$ cat src/rtl/fc_argmax.sv
// fc_argmax: classifier output stage. It captures one vector of signed FC scores
// and then scans it one class per cycle with a single comparator. The scan keeps
// the best score and the runner-up, and reports the winning class index, the top
// score and its margin over the runner-up.
module fc_argmax #(
  parameter int NUM_CLASSES = 10,
  parameter int DATA_W      = 54,
  parameter int IDX_W       = 4
) (
  input  logic                                       clk,
  input  logic                                       rst,
  input  logic                                       fc_valid,
  input  logic signed [NUM_CLASSES-1:0][DATA_W-1:0]  fc_outputs,
  output logic                                       in_ready,
  output logic                                       busy,
  output logic                                       result_valid,
  output logic        [IDX_W-1:0]                    class_idx,
  output logic signed [DATA_W-1:0]                   max_score,
  output logic        [DATA_W:0]                     margin,
  output logic                                       drop_err
);

  typedef enum logic [1:0] {
    ST_IDLE = 2'd0,
    ST_SCAN = 2'd1,
    ST_DONE = 2'd2
  } state_t;

  // Most-negative score: the runner-up starts here so any real score beats it.
  localparam logic signed [DATA_W-1:0] MIN_VAL  = {1'b1, {(DATA_W-1){1'b0}}};
  // Index of the final class; reaching it closes the scan.
  localparam logic [IDX_W-1:0]         LAST_IDX = IDX_W'(NUM_CLASSES - 1);
  localparam logic [IDX_W:0]           NUM_EXT  = (IDX_W+1)'(NUM_CLASSES);

  state_t                    state_q, state_d;
  logic signed [DATA_W-1:0]  score_q [NUM_CLASSES];
  logic signed [DATA_W-1:0]  score_d [NUM_CLASSES];
  logic signed [DATA_W-1:0]  best_q, best_d;
  logic signed [DATA_W-1:0]  second_q, second_d;
  logic        [IDX_W-1:0]   best_idx_q, best_idx_d;
  logic        [IDX_W-1:0]   scan_idx_q, scan_idx_d;
  logic                      in_ready_q, in_ready_d;
  logic                      busy_q, busy_d;
  logic                      result_valid_q, result_valid_d;
  logic        [IDX_W-1:0]   class_idx_q, class_idx_d;
  logic signed [DATA_W-1:0]  max_score_q, max_score_d;
  logic        [DATA_W:0]    margin_q, margin_d;
  logic                      drop_err_q, drop_err_d;

  logic signed [DATA_W-1:0]  cur_s;
  logic        [DATA_W:0]    best_ext_s;
  logic        [DATA_W:0]    second_ext_s;

  // Select the captured score at the current scan index (one-hot OR mux).
  always_comb begin
    cur_s = {DATA_W{1'b0}};
    for (int j = 0; j < NUM_CLASSES; j++) begin
      cur_s = cur_s | ((scan_idx_q == IDX_W'(j)) ? score_q[j] : {DATA_W{1'b0}});
    end
  end

  // Next-state, scan datapath and result computation.
  always_comb begin
    state_d        = state_q;
    score_d        = score_q;
    best_d         = best_q;
    second_d       = second_q;
    best_idx_d     = best_idx_q;
    scan_idx_d     = scan_idx_q;
    result_valid_d = 1'b0;
    class_idx_d    = class_idx_q;
    max_score_d    = max_score_q;
    margin_d       = margin_q;
    drop_err_d     = drop_err_q;
    best_ext_s     = {(DATA_W+1){1'b0}};
    second_ext_s   = {(DATA_W+1){1'b0}};

    case (state_q)
      ST_IDLE: begin
        if (fc_valid) begin
          for (int j = 0; j < NUM_CLASSES; j++) begin
            score_d[j] = $signed(fc_outputs[j]);
          end
          best_d     = $signed(fc_outputs[0]);
          best_idx_d = {IDX_W{1'b0}};
          second_d   = MIN_VAL;
          scan_idx_d = IDX_W'(1);
          state_d    = ST_SCAN;
        end else begin
          state_d    = ST_IDLE;
        end
      end

      ST_SCAN: begin
        // With a single class the index already points past the array, so nothing is compared.
        if ({1'b0, scan_idx_q} < NUM_EXT) begin
          // Strict compares: on a tie the earlier index keeps the win.
          if (cur_s > best_q) begin
            second_d   = best_q;
            best_d     = cur_s;
            best_idx_d = scan_idx_q;
          end else if (cur_s > second_q) begin
            second_d   = cur_s;
          end else begin
            second_d   = second_q;
          end
        end else begin
          second_d = second_q;
        end
        scan_idx_d = scan_idx_q + IDX_W'(1);

        if (scan_idx_q >= LAST_IDX) begin
          // The subtraction is one bit wider than a score, so best minus second cannot overflow.
          best_ext_s     = {best_d[DATA_W-1], best_d};
          second_ext_s   = {second_d[DATA_W-1], second_d};
          margin_d       = best_ext_s - second_ext_s;
          class_idx_d    = best_idx_d;
          max_score_d    = best_d;
          result_valid_d = 1'b1;
          state_d        = ST_DONE;
        end else begin
          state_d        = ST_SCAN;
        end

        if (fc_valid) begin
          drop_err_d = 1'b1;
        end else begin
          drop_err_d = drop_err_q;
        end
      end

      ST_DONE: begin
        state_d = ST_IDLE;
        if (fc_valid) begin
          drop_err_d = 1'b1;
        end else begin
          drop_err_d = drop_err_q;
        end
      end

      default: begin
        state_d = ST_IDLE;
      end
    endcase

    in_ready_d = (state_d == ST_IDLE);
    busy_d     = (state_d == ST_SCAN) || (state_d == ST_DONE);
  end

  // State, capture and output registers with synchronous reset.
  always_ff @(posedge clk) begin
    if (rst) begin
      state_q        <= ST_IDLE;
      for (int j = 0; j < NUM_CLASSES; j++) begin
        score_q[j] <= {DATA_W{1'b0}};
      end
      best_q         <= {DATA_W{1'b0}};
      second_q       <= {DATA_W{1'b0}};
      best_idx_q     <= {IDX_W{1'b0}};
      scan_idx_q     <= {IDX_W{1'b0}};
      in_ready_q     <= 1'b1;
      busy_q         <= 1'b0;
      result_valid_q <= 1'b0;
      class_idx_q    <= {IDX_W{1'b0}};
      max_score_q    <= {DATA_W{1'b0}};
      margin_q       <= {(DATA_W+1){1'b0}};
      drop_err_q     <= 1'b0;
    end else begin
      state_q        <= state_d;
      score_q        <= score_d;
      best_q         <= best_d;
      second_q       <= second_d;
      best_idx_q     <= best_idx_d;
      scan_idx_q     <= scan_idx_d;
      in_ready_q     <= in_ready_d;
      busy_q         <= busy_d;
      result_valid_q <= result_valid_d;
      class_idx_q    <= class_idx_d;
      max_score_q    <= max_score_d;
      margin_q       <= margin_d;
      drop_err_q     <= drop_err_d;
    end
  end

  assign in_ready     = in_ready_q;
  assign busy         = busy_q;
  assign result_valid = result_valid_q;
  assign class_idx    = class_idx_q;
  assign max_score    = max_score_q;
  assign margin       = margin_q;
  assign drop_err     = drop_err_q;

endmodule
$ cat config.mk
export PLATFORM = sky130hd
export DESIGN_NAME = fc_argmax
export DESIGN_NICKNAME = d
export VERILOG_FILES = /design/src/rtl/fc_argmax.sv
export SDC_FILE = /design/constraint.sdc
export NUM_CORES = 2
export LEC_CHECK = 0
export BUFFER_PORTS_ARGS = -buffer_cell sky130_fd_sc_hd__buf_2
export CAP_MARGIN = 20
export CELL_PAD_IN_SITES_DETAIL_PLACEMENT = 0
export CELL_PAD_IN_SITES_GLOBAL_PLACEMENT = 2
export CORE_MARGIN = 8
export CORE_UTILIZATION = 30
export CTS_CLUSTER_DIAMETER = 200
export DETAILED_ROUTE_END_ITERATION = 12
export PLACE_DENSITY = 0.85
export SETUP_SLACK_MARGIN = 0.5
export SYNTH_ARGS = -nofsm -noshare
export SYNTH_HDL_FRONTEND = slang
export SYNTH_SLANG_ARGS = --single-unit
$ cat constraint.sdc
create_clock -name clk -period 19.65 [get_ports clk]
set_input_delay 2.9475 -clock clk [delete_from_list [all_inputs] [get_ports clk]]
set_output_delay 2.9475 -clock clk [all_outputs]
set_load 0.02 [all_outputs]
==> impl_metrics.csv <==
group,metric,value,unit
run_status,status,"complete, no violations",
timing,fmax,99.6,MHz
floorplan,ios,660,
power,p_int,3.23,mW
cts,clkTransAtPathRegs,0.06,ns
final_layout,final_core_util,0.363,
final_layout,syn_to_final_growth,20.6,%
timing,rsz0062_at_grt,"no",
timing,setup_viol,0,
cts,cts_resized,0,
power,p_comb_frac,0.306,
cts,cts_buffers,93,
yosys,ys_ff_latch,775,
place,globalplace.congestion,0.917,
power,power,5.06,mW
place,dp_hpwl,132000,um
yosys,yosysSeqAreaShare,0.412,
drt,ant_nets,0,
power,ir_drop,0.0677,mV
cts,cts_setup_buffers,0,
drt,viasPerCell,5.36,
setup_path,cpMaxStageDelayCell,"a221oi_1",
drt,wl_per_cell,24.7,um
drt,vias,38300,
power,p_sw,1.83,mW
timing,period_share,0.511,
yosys,async_flop_share,0,
yosys,synth_top_cell_by_area,"dfxtp_1",
place,port_buffers,659,
floorplan,die_width,370,um
power,powerDensity,111,nW/um^2
yosys,syn-num-nets,5676,
floorplan,die_h,370,um
timing,hold_ws,0.447,ns
cts,h-tree-depth,3,
setup_path,crit_type,"reg -> reg",
timing,worst_pin_slew,1.44,ns
setup_path,startpoint_type,"flip-flop",
power,p_clk_frac,0.355,
yosys,yosysMostFrequentCell,"nand2_1",
setup_path,cp.required,20.15,ns
timing,fin_crit,10.04,ns
global_routing,grt_first_pass_wirelength,252000,um
yosys,synth-edff-count,0,
global_routing,grt_usage,0.244,
cts,clock_sinks,775,
final_layout,fillCellCount,13400,
floorplan,core-area,125000,um^2
yosys,synth.top_cell.area_share,0.412,
yosys,netlist_area,37700,um^2
floorplan,start_util,0.301,
timing,fin_worst_skew,0.0840,ns
floorplan,rows,130,
power,seq_power_share,0.339,
setup_path,crit_fanout,52,
global_routing,grt_pass1_vias,36600,
yosys,netlist_instances,4978,
drt,drt_first_pass_iters,5,
yosys,synth.avg_cell_area,7.57,um^2
power,p_sw_frac,0.361,
global_routing,antenna_found_initial,27,
final_layout,layout-drive-gt1-share,0.168,
yosys,synthTopCellsByArea,"dfxtp_1 (41%), nand2_1 (12%), a21oi_1 (11%)",
yosys,synth_cell_type_count,87,
timing,hold_violations,0,
cts,clk_path_buf_depth,3,
floorplan,dieArea,137000,um^2
drt,drtIter0Drc,4351,
cts,tritoncts,"done",
setup_path,crit_path_end_kind,"flip-flop",
global_routing,grt_max_degree,248,
setup_path,cpPeakStageDelay,0.60,ns
final_layout,fin_nets,6111,
timing,slew_violations,0,
yosys,yosysWarnings,0,
flow_run,maxCapViolCount,0,
yosys,yosys_most_used_dff,"dfxtp_1",
cts,hold_buffers,0,
yosys,synth_top_cells_by_count,"nand2_1 (1253), a21oi_1 (822), dfxtp_1 (775), clkbuf_1 (323), nor2_1 (316)",
cts,insertion_delay,0.70,ns
power,cellLeakagePower,18.7,nW
drt,drt_wl_total,177000,um
cts,cts-root-buf,"clkbuf_16",
worst_hold_path,min_path_type,"reg -> reg",
drt,drc,0,
setup_path,worstPathArrival,10.54,ns
global_routing,grt_overflow,0,
timing,setup_tns,0,ns
timing,maxSlewHeadroom,0.0429,
[power by group through the flow]
stage | combinational (mW) | sequential [mW] | clock [mW]
floorplan | 1.02 | 1.73 | 0
global placement | 1.53 | 1.75 | 0
detailed placement | 1.52 | 1.75 | 0
CTS | 1.53 | 1.72 | 1.84
global route | 1.67 | 1.73 | 1.90
finish | 1.55 | 1.72 | 1.80
[placed cells by master (no fill, tap or decap), types with 9 or more instances in the layout]
cell and instances:
nand2_1 1251, a21oi_1 821, dfxtp_1 775, buf_2 658, nor2_1 312, inv_1 217, a22oi_1 154, ha_1 154
a221oi_1 100, clkbuf_16 94, a22o_1 90, o22ai_1 86, a211oi_1 64, nand4_1 54, o21ai_0 50, buf_4 50
nand3_1 45, xnor2_1 44, and3_1 43, a21o_1 41, nor3_1 26, clkbuf_8 21, clkbuf_1 20, o21ai_1 19
clkinv_2 17, and2_1 15, xor2_1 15, mux2i_1 13, nor4_1 11, maj3_1 11, diode_2 10, and4_1 10
nand2b_1 10, o21bai_1 10, a31oi_1 9
[cells by family (layout without fill, tap and decap cells)]
logic type	count (synthesis)	in the layout	share of synthesized area
XOR/XNOR	60	60	0.0141
adder cells (fa/ha/maj)	167	167	0.0549
AO/OA/AOI/OAI	1525	1525	0.252
multiplexers	20	20	0.00584
flip-flops	775	775	0.412
AND/OR/NAND/NOR	1838	1838	0.202
other	0	10	0
buffers and inverters	593	1102	0.0597
[critical path, delay by kind of cell, from the launching register on]
kind	cells	cell delay, ns
xor gates and xnor gates	1	0.19
AOI/OAI and AO/OA	16	4.66
DFF	1	0.57
buffers and inverters	2	0.68
adders and majority gates	3	1.00
and+or+nand+nor	9	2.10
muxes	1	0.59
[metal layers]
| layer | wire length, um | GRT usage | vias to the layer above | share of wire |
|---|---|---|---|---|
| met2 | 73900 | 0.359 | 1531 | 0.42 |
| met3 | 15800 | 0.0653 | 261 | 0.089 |
| met4 | 5830 | 0.0747 | 18 | 0.033 |
| met1 | 81000 | 0.345 | 18300 | 0.46 |
| li1 | - | - | 18200 | - |
| met5 | 115 | 0 | - | 0.00065 |
[metrics by stage]
stage	std cells	worst slack, ns	instance area [um^2]
after floorplan	4978	11.08	37700
after global placement	6966	10.06	42200
after detailed placement	6966	9.87	42200
after CTS	7135	9.74	45400
after global routing	7141	9.28	45400
final	7147	9.61	45400
[flip-flops by register name (all words and copies together), names as in the netlist, 2 cells and up]
register / flops
state_q: 2
class_idx: 4
second_q: 54
best_q: 54
max_score: 54
score_q: 540
scan_idx_q: 4
best_idx_q: 4
margin: 55
[path summary, 6_finish.rpt]
path	endpoint	slack, ns	startpoint	cells after the start
worst min-delay path	margin[30]	0.45	margin[30]	2
worst min register to register	margin[30]	0.45	margin[30]	2
worst max-delay path	margin[49]	9.61	scan_idx_q[1]	32
worst max register to register	margin[49]	9.61	scan_idx_q[1]	32
[final cells by class]
class / instances / area (um^2) / share of cell area
Sequential cell: 775 / 15500 / 0.342
Clock buffer: 135 / 2720 / 0.0598
Multi-Input combinational cell: 3610 / 20000 / 0.441
Timing Repair Buffer: 714 / 3800 / 0.0836
Inverter: 219 / 825 / 0.0181
Tap cell: 1650 / 2060 / 0.0454
Clock inverter: 34 / 452 / 0.00994
Antenna cell: 10 / 25.0 / 0.000551
Note: power is estimated with default switching activity, not from simulation.
